`src/rtl/divider.sv`:
```
// Sequential unsigned divider: radix-2 restoring shift-subtract, one quotient bit per clock.
// Operands are latched on start; quo/r update only on completion and hold until the next one.
module divider #(
  parameter int WIDTH = 64
) (
  input  logic             clk,
  input  logic             rst,
  input  logic             start,
  input  logic [WIDTH-1:0] a,
  input  logic [WIDTH-1:0] div,
  output logic [WIDTH-1:0] quo,
  output logic [WIDTH-1:0] r,
  output logic             busy,
  output logic             done
);
  localparam int CW = $clog2(WIDTH + 1);

  typedef enum logic {IDLE, RUN} state_t;

  state_t           state;
  logic [CW-1:0]    cnt;
  logic [WIDTH-1:0] rem;
  logic [WIDTH-1:0] dvd;
  logic [WIDTH-1:0] dvs;

  logic [WIDTH:0]   shifted;
  logic             qbit;
  logic [WIDTH-1:0] rem_n;
  logic [WIDTH-1:0] dvd_n;

  // Compare on WIDTH+1 bits; the subtraction only needs WIDTH bits because
  // whenever it is taken the true difference is below the divisor.
  always_comb begin
    shifted = {rem, dvd[WIDTH-1]};
    qbit    = (shifted >= {1'b0, dvs});
    rem_n   = qbit ? (shifted[WIDTH-1:0] - dvs) : shifted[WIDTH-1:0];
    dvd_n   = {dvd[WIDTH-2:0], qbit};
  end

  always_ff @(posedge clk or posedge rst) begin
    if (rst) begin
      state <= IDLE;
      cnt   <= '0;
      rem   <= '0;
      dvd   <= '0;
      dvs   <= '0;
      quo   <= '0;
      r     <= '0;
      busy  <= 1'b0;
      done  <= 1'b0;
    end else begin
      done <= 1'b0;
      case (state)
        IDLE: begin
          if (start) begin
            dvd   <= a;
            dvs   <= div;
            rem   <= '0;
            cnt   <= CW'(WIDTH);
            busy  <= 1'b1;
            state <= RUN;
          end
        end
        RUN: begin
          rem <= rem_n;
          dvd <= dvd_n;
          cnt <= cnt - 1'b1;
          if (cnt == CW'(1)) begin
            quo   <= dvd_n;
            r     <= rem_n;
            done  <= 1'b1;
            busy  <= 1'b0;
            state <= IDLE;
          end
        end
        default: state <= IDLE;
      endcase
    end
  end
endmodule

```
`config.mk`:
```
export PLATFORM = sky130hd
export DESIGN_NAME = divider
export DESIGN_NICKNAME = d
export VERILOG_FILES = /design/src/rtl/divider.sv
export SDC_FILE = /design/constraint.sdc
export NUM_CORES = 1
export LEC_CHECK = 0
export BUFFER_PORTS_ARGS = -buffer_cell sky130_fd_sc_hd__buf_2
export CAP_MARGIN = 20
export CELL_PAD_IN_SITES_DETAIL_PLACEMENT = 1
export CELL_PAD_IN_SITES_GLOBAL_PLACEMENT = 2
export CORE_MARGIN = 3
export CORE_UTILIZATION = 35
export DETAILED_ROUTE_END_ITERATION = 8
export PLACE_DENSITY_LB_ADDON = 0.1
export SLEW_MARGIN = 20
export SYNTH_ARGS = -nofsm -noshare
export SYNTH_HDL_FRONTEND = slang
export SYNTH_SLANG_ARGS = --single-unit
```
`constraint.sdc`:
```
create_clock -name clk -period 20.2 [get_ports clk]
set_input_delay 1.01 -clock clk [delete_from_list [all_inputs] [get_ports clk]]
set_output_delay 1.01 -clock clk [all_outputs]
set_load 0.05 [all_outputs]
```
==> flow_summary.ini <==
[status]
outcome = finished clean

[job]
cap_violations = 0

[sta]
maxSlewHeadroom_pct = 23.7
rsz0062_at_grt = no
finalMaxSlewViolations = 0
timing.final.crit_share_pct = 22.0
finalHoldWorstSlack_ns = 0.468
period_needed_ns = 4.45
tightest_slew_ns = 1.13
max_freq_mhz = 225
fin_skew_ns = 0.0159
timing.setup.tns_ns = 0
setup_violations = 0
hold_viol = 0

[worst_setup_path]
max_stage_delay_ns = 0.65
worstPathArrival_ns = 4.90
r2r_slack_ns = 15.75
cp-start-kind = flop
crit_path_end_kind = flop
cp.required_ns = 20.65
cp.buffers_inverters = 1
crit_fanout = 53
cpMaxStageDelayCell = nor3_1
crit_type = reg2reg
cp_cell_sequence = ha_1 -> nand4_1 -> nor3_1 -> and3_1 -> a311oi_1 -> o211ai_1 -> a31oi_1 -> nand2_2 -> buf_4 -> mux2_1 -> mux2_2
cp_top_family = simple AND/OR/NAND/NOR gates

[global_route]
grt_max_degree = 111
track_usage_pct = 21.6
grt_pass1_wl_um = 92300
gr-total-overflow = 0
grt_pass1_vias = 16200
antenna_found_initial = 6

[die]
row_count = 81
top_level_ports = 261
die_w_um = 231
start_util_pct = 35.8
core_area_um2 = 49500
die_h_um = 231
die-area_um2 = 53300

[final_layout]
final_common_cell = nand2_1
multi_input_area_um2 = 8610
seqCellArea_um2 = 8260
fin_nets = 2421
area_growth_pct = 17.8
final_cell_mix = 546 x nand2_1, 329 x dfrtp_1, 259 x buf_2
layout.cells.non_filler = 2919
fillers = 5944
drive_gt1_share_pct = 17.8
utilization_pct = 42.1

[logic_synthesis]
syn-num-nets = 2225
async_flop_share_pct = 100
ys_seq_area_share_pct = 46.7
synth_edf_count = 0
synth_ff_type = dfrtp_1
ys_warn_count = 0
ys_types = 75
synth_area_um2 = 17700
ys_ff_latch = 330
synth_cells = 2027
synth_area_per_cell_um2 = 8.73

[clock_tree]
cts_tree = done
cts_resized = 0
clockBufferDepth = 3
clk_pin_slew_worst_paths_ns = 0.07
numCtsBuffers = 40
htree_num_levels = 2
ctsHoldBuffers = 0
cts_sinks = 330
cts_root_buf = clkbuf_16
cts_post_setup_buffers_inserted = 0
clock_latency_ns = 0.56

[route]
drc = 0
firstDrtPassIters = 5
drtIter0Drc = 590
routed_via_density = 5.21
wl_um = 58000
antenna_left = 0
vias = 15200
wl_per_cell_um = 19.9

[placement]
port_buffers = 260
place.gp.congestion = 0.841
hpwl_um = 40900
placedCellCount = 2844

[min_path]
hp-class = reg2reg
==> state kept, by name, indices dropped and copies added (netlist names) <==
name	flops
dvd	64
state	1
dvs	64
rem	64
quo	64
cnt	7
r	64
done	1
busy	1
==> logic make-up after synthesis <==
kind of cell,synth area share (%)
and+or+nand+nor,17.8
AOI/OAI and AO/OA,16.9
DFF,46.7
buffers and inverters,4.74
muxes,6.61
adders and majority gates,4.78
xor gates and xnor gates,2.57
==> area by class of cell <==
class	count	share of cell area (%)
multi-input combinational	1485	41.3
sequential	330	39.6
timing repair buffer	274	6.86
clock buffer	52	5.31
tap	664	3.99
inverter	92	1.71
clock inverter	18	1.15
antenna	4	0.0480
==> metrics by stage <==
stage,area (um^2),setup slack (ns)
after floorplan,17700,10.05
after global placement,19500,15.78
after detailed placement,19500,15.71
after CTS,20800,15.70
after global routing,20800,15.35
final,20800,15.75
==> worst reg2reg max path, cell delays in order (launching register included) <==
cell      delay, ns
dfrtp_1        0.42
ha_1           0.52
nand4_1        0.32
nor3_1         0.66
and3_1         0.32
a311oi_1       0.10
o211ai_1       0.14
a31oi_1        0.23
nand2_2        0.30
buf_4          0.64
mux2_1         0.43
mux2_2         0.27
==> final timing paths <==
check,from,end,depth (start not counted)
min in group asynchronous,rst,quo[15],2
setup reg to reg,rem[58],r[26],11
setup / recovery,rem[58],r[26],11
hold reg to reg,quo[63],quo[63],2
hold / removal,quo[63],quo[63],2
max in group asynchronous,rst,dvs[19],4
==> cell usage after synthesis, types with 7 or more instances <==
library cell	count	area [um^2]
nand2_1	547	2050
dfrtp_1	330	8260
o21ai_0	239	1200
a21oi_1	117	586
inv_1	92	345
clkbuf_1	81	304
mux2i_1	74	741
ha_1	66	826
nor2_1	66	248
a21o_1	41	308
mux2_2	37	417
and3_1	35	219
xnor2_1	33	289
nand4_1	27	169
buf_2	19	95.1
xor2_1	19	166
a31oi_1	18	113
buf_1	17	63.8
nand3_1	15	75.1
nor3_1	15	75.1
o21bai_1	13	97.6
or3_1	9	56.3
o21a_1	8	60.1
o31ai_1	8	60.1
o22ai_1	7	43.8
==> metal layers <==
layer / vias up / routed length, um / GRT usage [%]
li1: 7313 / - / -
met1: 7624 / 26800 / 28.8
met2: 210 / 28200 / 36.9
met3: 71 / 1970 / 3.12
met4: 2 / 1110 / 5.46
met5: - / 13 / 0
Power is not shown: default switching activity piles up to over one toggle a cycle in this logic, so the estimate is an artifact.
